`config.mk`:
```
export PLATFORM = sky130hd
export DESIGN_NAME = fifo_wr_arbiter
export DESIGN_NICKNAME = d
export VERILOG_FILES = /design/src/rtl/fifo_arb_pkg.sv /design/src/rtl/fifo_wr_arbiter_rr_pick.sv /design/src/rtl/fifo_wr_arbiter.sv
export SDC_FILE = /design/constraint.sdc
export NUM_CORES = 1
export LEC_CHECK = 0
export ABC_CLOCK_PERIOD_IN_PS = 2200
export CELL_PAD_IN_SITES_DETAIL_PLACEMENT = 1
export CELL_PAD_IN_SITES_GLOBAL_PLACEMENT = 2
export CORE_UTILIZATION = 22
export CTS_CLUSTER_SIZE = 30
export DETAILED_ROUTE_END_ITERATION = 10
export PLACE_DENSITY_LB_ADDON = 0.1
export SYNTH_ARGS = -nofsm -noshare
export SYNTH_HDL_FRONTEND = slang
export SYNTH_HIERARCHICAL = 1
export SYNTH_SLANG_ARGS = --single-unit
export TNS_END_PERCENT = 30
```
`constraint.sdc`:
```
create_clock -name clk -period 2.2 [get_ports clk]
set_input_delay 0.55 -clock clk [delete_from_list [all_inputs] [get_ports clk]]
set_output_delay 0.55 -clock clk [all_outputs]
set_load 0.01 [all_outputs]
```
`src/rtl/fifo_arb_pkg.sv`:
```
// fifo_arb_pkg: shared types and sizing for the FIFO write arbiter.
//   arb_state_e  : arbiter FSM state (IDLE, BURST)
//   DEF_*        : default NUM_REQ / DATA_W / BURST_LEN and derived widths
//   cnt_w()      : counter/index width for a given range, never below 1 bit
package fifo_arb_pkg;

  localparam int DEF_NUM_REQ   = 4;
  localparam int DEF_DATA_W    = 8;
  localparam int DEF_BURST_LEN = 4;

  typedef enum logic {
    IDLE  = 1'b0,
    BURST = 1'b1
  } arb_state_e;

  function automatic int cnt_w(input int n);
    return (n > 1) ? $clog2(n) : 1;
  endfunction

  localparam int DEF_IDX_W  = cnt_w(DEF_NUM_REQ);
  localparam int DEF_BEAT_W = cnt_w(DEF_BURST_LEN);

endpackage

```
`src/rtl/fifo_wr_arbiter_rr_pick.sv`:
```
// rr_pick: combinational round-robin picker.
//   req        in  NUM_REQ  candidate vector
//   last_owner in  IDX_W    previous winner; search starts at last_owner+1
//   sel_oh     out NUM_REQ  one-hot winner (0 when nothing requested)
//   sel_idx    out IDX_W    winner index
//   sel_vld    out 1        any requester selected
module rr_pick
  import fifo_arb_pkg::*;
#(
  parameter int NUM_REQ = DEF_NUM_REQ,
  parameter int IDX_W   = cnt_w(NUM_REQ)
) (
  input  logic [NUM_REQ-1:0] req,
  input  logic [IDX_W-1:0]   last_owner,
  output logic [NUM_REQ-1:0] sel_oh,
  output logic [IDX_W-1:0]   sel_idx,
  output logic               sel_vld
);

  logic [IDX_W-1:0] i;

  // Walk last_owner+1 .. last_owner+NUM_REQ (mod NUM_REQ); the previous
  // winner is visited last so it only wins again when alone.
  always_comb begin
    sel_oh  = '0;
    sel_idx = '0;
    sel_vld = 1'b0;
    i       = '0;
    for (int k = 1; k <= NUM_REQ; k++) begin
      i = IDX_W'((int'(last_owner) + k) % NUM_REQ);
      if (!sel_vld && req[i]) begin
        sel_vld   = 1'b1;
        sel_idx   = i;
        sel_oh[i] = 1'b1;
      end
    end
  end

endmodule

```
`src/rtl/fifo_wr_arbiter.sv`:
```
// fifo_wr_arbiter: round-robin arbiter sharing the fifo_mem write port
// between NUM_REQ producers, one bounded burst (BURST_LEN beats) per grant.
//   clk, rst_n      clock, synchronous active-low reset
//   req_valid/data  per-requester word offer (req i at [i*DATA_W +: DATA_W])
//   req_ready       per-requester accept, only the owner, only when not full
//   fifo_wr/data    write strobe and word towards fifo_mem
//   fifo_full       back-pressure, stalls the burst in place
//   fifo_threshold  blocks new grants when FIFO_ARB_THRESH_EN is defined,
//                   otherwise unused
//   fifo_overflow   counted into ovf_cnt (saturating at 255)
//   grant           registered one-hot owner, 0 in IDLE
//   busy            high in BURST
// Build option: `define FIFO_ARB_THRESH_EN to gate arbitration on threshold.
module fifo_wr_arbiter
  import fifo_arb_pkg::*;
#(
  parameter int NUM_REQ   = DEF_NUM_REQ,
  parameter int DATA_W    = DEF_DATA_W,
  parameter int BURST_LEN = DEF_BURST_LEN
) (
  input  logic                      clk,
  input  logic                      rst_n,
  input  logic [NUM_REQ-1:0]        req_valid,
  input  logic [NUM_REQ*DATA_W-1:0] req_data,
  output logic [NUM_REQ-1:0]        req_ready,
  output logic                      fifo_wr,
  output logic [DATA_W-1:0]         fifo_data,
  input  logic                      fifo_full,
  input  logic                      fifo_threshold,
  input  logic                      fifo_overflow,
  output logic [NUM_REQ-1:0]        grant,
  output logic                      busy,
  output logic [7:0]                ovf_cnt
);

  localparam int IDX_W  = cnt_w(NUM_REQ);
  localparam int BEAT_W = cnt_w(BURST_LEN);

  arb_state_e                        state, state_nxt;
  logic [IDX_W-1:0]                  last_owner;
  logic [BEAT_W-1:0]                 beat_cnt;
  logic [NUM_REQ-1:0][DATA_W-1:0]    data_arr;
  logic [NUM_REQ-1:0]                pick_oh;
  logic [IDX_W-1:0]                  pick_idx;
  logic                              pick_vld;
  logic                              arb_block;
  logic                              start_ok;
  logic                              own_valid;
  logic                              last_beat;
  logic                              xfer;

  assign data_arr = req_data;

`ifdef FIFO_ARB_THRESH_EN
  assign arb_block = fifo_threshold;
`else
  logic unused_thresh;
  assign unused_thresh = fifo_threshold;
  assign arb_block     = 1'b0;
`endif

  rr_pick #(
    .NUM_REQ (NUM_REQ),
    .IDX_W   (IDX_W)
  ) u_pick (
    .req        (req_valid),
    .last_owner (last_owner),
    .sel_oh     (pick_oh),
    .sel_idx    (pick_idx),
    .sel_vld    (pick_vld)
  );

  // last_owner doubles as the current owner while in BURST.
  assign start_ok  = pick_vld && !arb_block;
  assign own_valid = req_valid[last_owner];
  assign last_beat = (beat_cnt == BEAT_W'(BURST_LEN - 1));

  // state register
  always_ff @(posedge clk) begin
    if (!rst_n) state <= IDLE;
    else        state <= state_nxt;
  end

  // next state: a burst ends on its last beat or when the owner goes idle;
  // a full FIFO with the owner still valid just holds.
  always_comb begin
    state_nxt = state;
    case (state)
      IDLE:  if (start_ok) state_nxt = BURST;
      BURST: begin
        if (xfer) begin
          if (last_beat) state_nxt = IDLE;
        end else if (!own_valid) begin
          state_nxt = IDLE;
        end
      end
      default: state_nxt = IDLE;
    endcase
  end

  // outputs: rst_n gates the strobes so a reset cycle never writes,
  // even if the burst state has not been cleared yet.
  always_comb begin
    busy      = 1'b0;
    req_ready = '0;
    xfer      = 1'b0;
    fifo_data = '0;
    if (state == BURST) begin
      busy      = 1'b1;
      fifo_data = data_arr[last_owner];
      if (rst_n && !fifo_full) req_ready = grant;
      xfer = rst_n && !fifo_full && own_valid;
    end
  end

  assign fifo_wr = xfer;

  // grant / owner / beat bookkeeping
  always_ff @(posedge clk) begin
    if (!rst_n) begin
      grant      <= '0;
      last_owner <= IDX_W'(NUM_REQ - 1);
      beat_cnt   <= '0;
    end else if (state == IDLE) begin
      if (start_ok) begin
        grant      <= pick_oh;
        last_owner <= pick_idx;
        beat_cnt   <= '0;
      end
    end else begin
      if (xfer)               beat_cnt <= beat_cnt + 1'b1;
      if (state_nxt == IDLE) grant    <= '0;
    end
  end

  always_ff @(posedge clk) begin
    if (!rst_n)                              ovf_cnt <= '0;
    else if (fifo_overflow && ovf_cnt != 8'hFF) ovf_cnt <= ovf_cnt + 8'd1;
  end

endmodule

```
Yosys cells after proc, flatten, opt, wreduce, memory -nomap -nowiden:

Index checks and enable logic that the tools add are counted.

* register bits: 17
* bits of input ports: 41
* output and inout port bits: 26
* logic and storage cells: 94

* add/sub/neg operators: 6
* magnitude comparators: 9
* eq/ne operators: 4
* muxes and demuxes: 48
* bitwise logic cells: 4
* reductions and logical operators: 18

Operators with widths (count)
* $mux 4: 9
* $mux 1: 19
* $bmux 8 s2: 1
* $mux 8: 2
* $lt 2x3->1 const B: 5
* $mux 2: 7
* $or 4x4->4: 3
* $bmux 1 s2: 5
* $logic_and 1x1->1: 10
* $add 8x1->8 const B: 1
* $demux 1 s2: 4
* $ge 2x1->1 const B: 4
* $ne 8x8->1 const B: 1
* $add 2x1->2 const B: 3
* $reduce_and 2->1: 3
* $add 2x2->2 const B: 2
* $logic_not 1->1: 4
* $ne 2x2->1 const B: 2
* $eq 2x2->1 const B: 1
* $pmux 1 s2: 1
* $reduce_bool 2->1: 1
* $not 1->1: 1

Longest topological paths before layout:

* word-level depth: 17
* depth in mapped cells: 10
* mapped depth without buffers: 8

Modules after synthesis:

The synthesis kept the hierarchy.

By module, submodules not included
* fifo_wr_arbiter: instances 1, cells an instance 101, area each 1077.3 µm², seq. area each 340.3 µm²
* rr_pick: instances 1, cells an instance 68, area each 525.5 µm², seq. area each 0.0 µm²

Least setup slack after synthesis:

No wires, ideal clock.

* path kind: register to register
* start: register last_owner[0]
* end: register grant[3]
* arrival time: 2.021 ns
* required time: 2.083 ns
* path slack: 0.061 ns
* cell stages (with the launch flop): 9
* period minus slack after synthesis: 2.139 ns
* path through: dfxtp_1 -> buf_4 -> inv_2 -> ha_1 -> buf_6 -> mux2i_4 -> o21ai_1 -> a221o_1 -> a32o_1

* elaborated cells on any way between the ends: 62

RTL lines
* start, declared: RTL line fifo_wr_arbiter.sv:40 `logic [IDX_W-1:0] last_owner;`
* start signal, assigned: RTL line fifo_wr_arbiter.sv:122 `last_owner <= IDX_W'(NUM_REQ - 1);`
* start signal, assigned: RTL line fifo_wr_arbiter.sv:127 `last_owner <= pick_idx;`
* parallel branches: the longest is 12 deep, another holds $lt 2x3->1
* $mux 4 (*): RTL line fifo_wr_arbiter_rr_pick.sv:31 `if (!sel_vld && req[i]) begin`
* net pick_oh[3]: RTL line fifo_wr_arbiter.sv:43 `logic [NUM_REQ-1:0] pick_oh;`
* $mux 4 (*): RTL line fifo_wr_arbiter.sv:125 `if (start_ok) begin`
* $mux 4 (*): RTL line fifo_wr_arbiter.sv:124 `end else if (state == IDLE) begin`
* end signal, assigned: RTL line fifo_wr_arbiter.sv:126 `grant <= pick_oh;`
* end, declared: RTL line fifo_wr_arbiter.sv:31 `output logic [NUM_REQ-1:0] grant,`

Mark *: on every way through the listed nets, which the timed path passes. The select of a mux whose other input is x is not followed.
A chain may end at the register's enable or synchronous reset.

Worst setup path in the final report:

* start: input port req_valid[0]
* end: register grant[3]

* elaborated cells on any way between the ends: 38

RTL lines
* start, declared: RTL line fifo_wr_arbiter.sv:23 `input logic [NUM_REQ-1:0] req_valid,`
* $bmux 1 s2: RTL line fifo_wr_arbiter_rr_pick.sv:31
* $mux 1 (implied by the code): RTL line fifo_wr_arbiter_rr_pick.sv:31
* $mux 1: RTL line fifo_wr_arbiter_rr_pick.sv:31
* $logic_not 1->1: RTL line fifo_wr_arbiter_rr_pick.sv:31
* $logic_and 1x1->1: RTL line fifo_wr_arbiter_rr_pick.sv:31
* $mux 1: RTL line fifo_wr_arbiter_rr_pick.sv:31
* $logic_not 1->1: RTL line fifo_wr_arbiter_rr_pick.sv:31
* $logic_and 1x1->1: RTL line fifo_wr_arbiter_rr_pick.sv:31
* $mux 1: RTL line fifo_wr_arbiter_rr_pick.sv:31
* $logic_not 1->1: RTL line fifo_wr_arbiter_rr_pick.sv:31
* $logic_and 1x1->1: RTL line fifo_wr_arbiter_rr_pick.sv:31
* $mux 4 (*): RTL line fifo_wr_arbiter_rr_pick.sv:31
* net pick_oh[3]: RTL line fifo_wr_arbiter.sv:43
* $mux 4 (*): RTL line fifo_wr_arbiter.sv:125
* $mux 4 (*): RTL line fifo_wr_arbiter.sv:124

Mark *: on every way through the listed nets, which the timed path passes. The rest lies on a longest branch. The select of a mux whose other input is x is not followed.

==> flow_metrics.tcl <==
set metrics [dict create \
    routed_wl_mm 5.09 \
    grt_max_degree 15 \
    start_kind "input pin" \
    post-route-util_pct 36.3 \
    critPathKind "in -> reg" \
    synth-async-reset-ratio_pct 0 \
    vias 1685 \
    numCtsBuffers 3 \
    reg2reg_from "last_owner[0]" \
    synth_warnings 6 \
    total_power_uw 1560 \
    clk_pin_slew_worst_paths_ns 0.07 \
    status "complete, no violations" \
    hold_buffers 0 \
    port_buffers 65 \
    required_ns 2.40 \
    cts_tree "yes" \
    ctsLongestPathBuffers 2 \
    dp_cells 348 \
    layout_commonest_cell "dlygate4sd2_1" \
    max_freq_mhz 471 \
    dr.pass1.iters 4 \
    hold_violations 0 \
    track_usage_pct 13.8 \
    cp-end-kind "register" \
    synth_area_um2 1600 \
    area_growth_pct 56.4 \
    cts.htree.levels 1 \
    min_path_type "reg -> reg" \
    r2r_cells 7 \
    die_height_um 87.4 \
    fin_ws_ns 0.0784 \
    core_um2 6910 \
    maxCapViolCount 0 \
    drt-wirelength-per-cell_um 14.3 \
    grt_pass1_wl_mm 8.41 \
    synth_edf_count 0 \
    fin_nets 311 \
    first_iter_violations 27 \
    crit_path_max_fanout 9 \
    clk_latency_ns 0.25 \
    p_leak_uw 0.00110 \
    final_cell_mix "dlygate4sd2_1 (35), buf_4 (27), nand2_1 (18), dfxtp_1 (16), clkdlybuf4s50_1 (14)" \
    setup_viol 0 \
    power_density_nw_per_um2 620 \
    fin_area_um2 2510 \
    design.die.area_um2 7630 \
    cp_slowest_stage_delay_ns 0.56 \
    hpwl_mm 4.10 \
    drc 0 \
    crit-reg2reg-capture "grant[3]" \
    critPathArrivalTime_ns 2.32 \
    crit_start "req_valid[0]" \
    worst_pin_slew_ns 0.374 \
    initial_core_util_pct 23.2 \
    synthDominantCellAreaShare_pct 21.2 \
    fin_cells 355 \
    grt_pass1_vias 1816 \
    syn-instance-count 169 \
    fin_skew_ns 0.00247 \
    path_common_cell "buf_4" \
    synthTopCellsByArea "dfxtp_1 (21%), mux4_1 (13%), ha_1 (7.8%)" \
    cts.sinks 17 \
    drive_gt1_share_pct 27.8 \
    cts-root-buf "clkbuf_8" \
    place_congestion 0.746 \
    postRouteAntennaNets 0 \
    synth_cell_types 52 \
    n_antenna_cell 0 \
    cpMaxStageDelayCell "mux4_2" \
    rows 30 \
    dp_worst_setup_slack_ns -0.545 \
    cp-endpoint "grant[3]" \
    via_per_inst 4.75 \
    drv_slew 0 \
    ys_ff_latch 17 \
    gr-total-overflow 0 \
    critical_path.cell_chain "dlygate4sd2_1, buf_4, mux4_2, buf_4, a211oi_4, a221o_1, a32o_1" \
    r2r_slack_ns 0.14 \
    ir_worst_vdd_uv 144 \
    rsz0062_at_grt "false" \
    die_w_um 87.4 \
    ios 67 \
    synth_nets 220 \
    ys_seq_area_share_pct 21.2 \
    place_area_um2 2500 \
    antenna_found_initial 0 \
    fin_crit_sh_pct 96.4 \
    ys.flop_type "dfxtp_1" \
    synth_top_cell_by_area "dfxtp_1" \
    min_period_ns 2.12 \
    syn_avg_cell_area_um2 9.48 \
    max_slew_margin_pct 74.9 \
]
flip-flops by register name (all words and copies together), names as in the netlist:
name / flops
grant: 4
ovf_cnt: 8
state: 1
last_owner: 2
beat_cnt: 2
metal layers:
metal  routed length (µm)  vias to the layer above  global-route usage (%)
met5                    0                        -                       0
met4                    0                        0                    1.79
met3                  293                        0                    2.94
met2                 2330                       59                    23.0
met1                 2460                      811                    18.7
li1                     -                      815                       -
where the power goes:
| group | internal (µW) | switching, µW | leakage, µW |
|---|---|---|---|
| Combinational | 504 | 437 | 0.000936 |
| Clock | 126 | 117 | 0.0000255 |
| Sequential | 341 | 30.4 | 0.000138 |
stage by stage:
step | hold WS [ns] | setup TNS, ns
floorplan | 0.440 | 0
global placement | 0.455 | -7.87
detailed placement | 0.471 | -8.20
CTS | 0.484 | -0.0556
global route | 0.521 | 0
finish | 0.481 | 0
how the worst min path moves through the flow:
| stage | cells after the start | end | slack, ns | start |
|---|---|---|---|---|
| global route | 1 | beat_cnt[0] | 0.52 | beat_cnt[0] |
| CTS | 1 | beat_cnt[0] | 0.48 | beat_cnt[0] |
| floorplan | 1 | beat_cnt[0] | 0.44 | beat_cnt[0] |
| detailed placement | 1 | beat_cnt[0] | 0.47 | beat_cnt[0] |
| finish | 1 | beat_cnt[0] | 0.48 | beat_cnt[0] |
| global placement | 1 | beat_cnt[0] | 0.45 | beat_cnt[0] |
worst max-delay path: cells and delay by family:
kind            cells  cell delay [ns]
compound gates      3             0.61
buf+inv             3             0.61
mux                 1             0.56
cell families after synthesis:
family	count (synthesis)	share of synthesized area, %
xor gates and xnor gates	2	1.09
and+or+nand+nor	64	21.4
DFF	17	21.2
AOI/OAI and AO/OA	44	21.2
muxes	16	20.5
adders and majority gates	10	7.81
buffers and inverters	16	6.79
cell usage after synthesis, types with 2 or more instances:
library cell	count
nor3_1	2
mux4_1	8
or3_1	2
o22ai_2	2
nor2_1	7
a32o_1	4
o21ai_1	5
a21boi_0	2
ha_1	10
a221o_1	4
a31oi_1	2
mux2i_1	5
inv_1	6
and2_1	12
inv_2	2
a21oi_1	8
nand3_1	6
buf_6	6
nand2_1	19
mux4_2	2
nand4_1	2
dfxtp_1	17
nand2b_1	2
o21ai_0	6
timing repair:
action                     in CTS  in global routing
hold endpoints to repair        0                  0
setup endpoints to repair      18                  8
resized for setup              94                  8
pin swaps                       9                  3
buffers inserted                3                  0
layout make-up:
cell class                 instances  area (µm²)
sequential                        17         342
multi-input combinational        136        1160
timing repair buffer              94         812
tap                               96         120
inverter                           8        30.0
clock buffer                       3        41.3
fill                             866        4400
clock inverter                     1        5.00
Note: power is estimated with default switching activity, not from simulation.
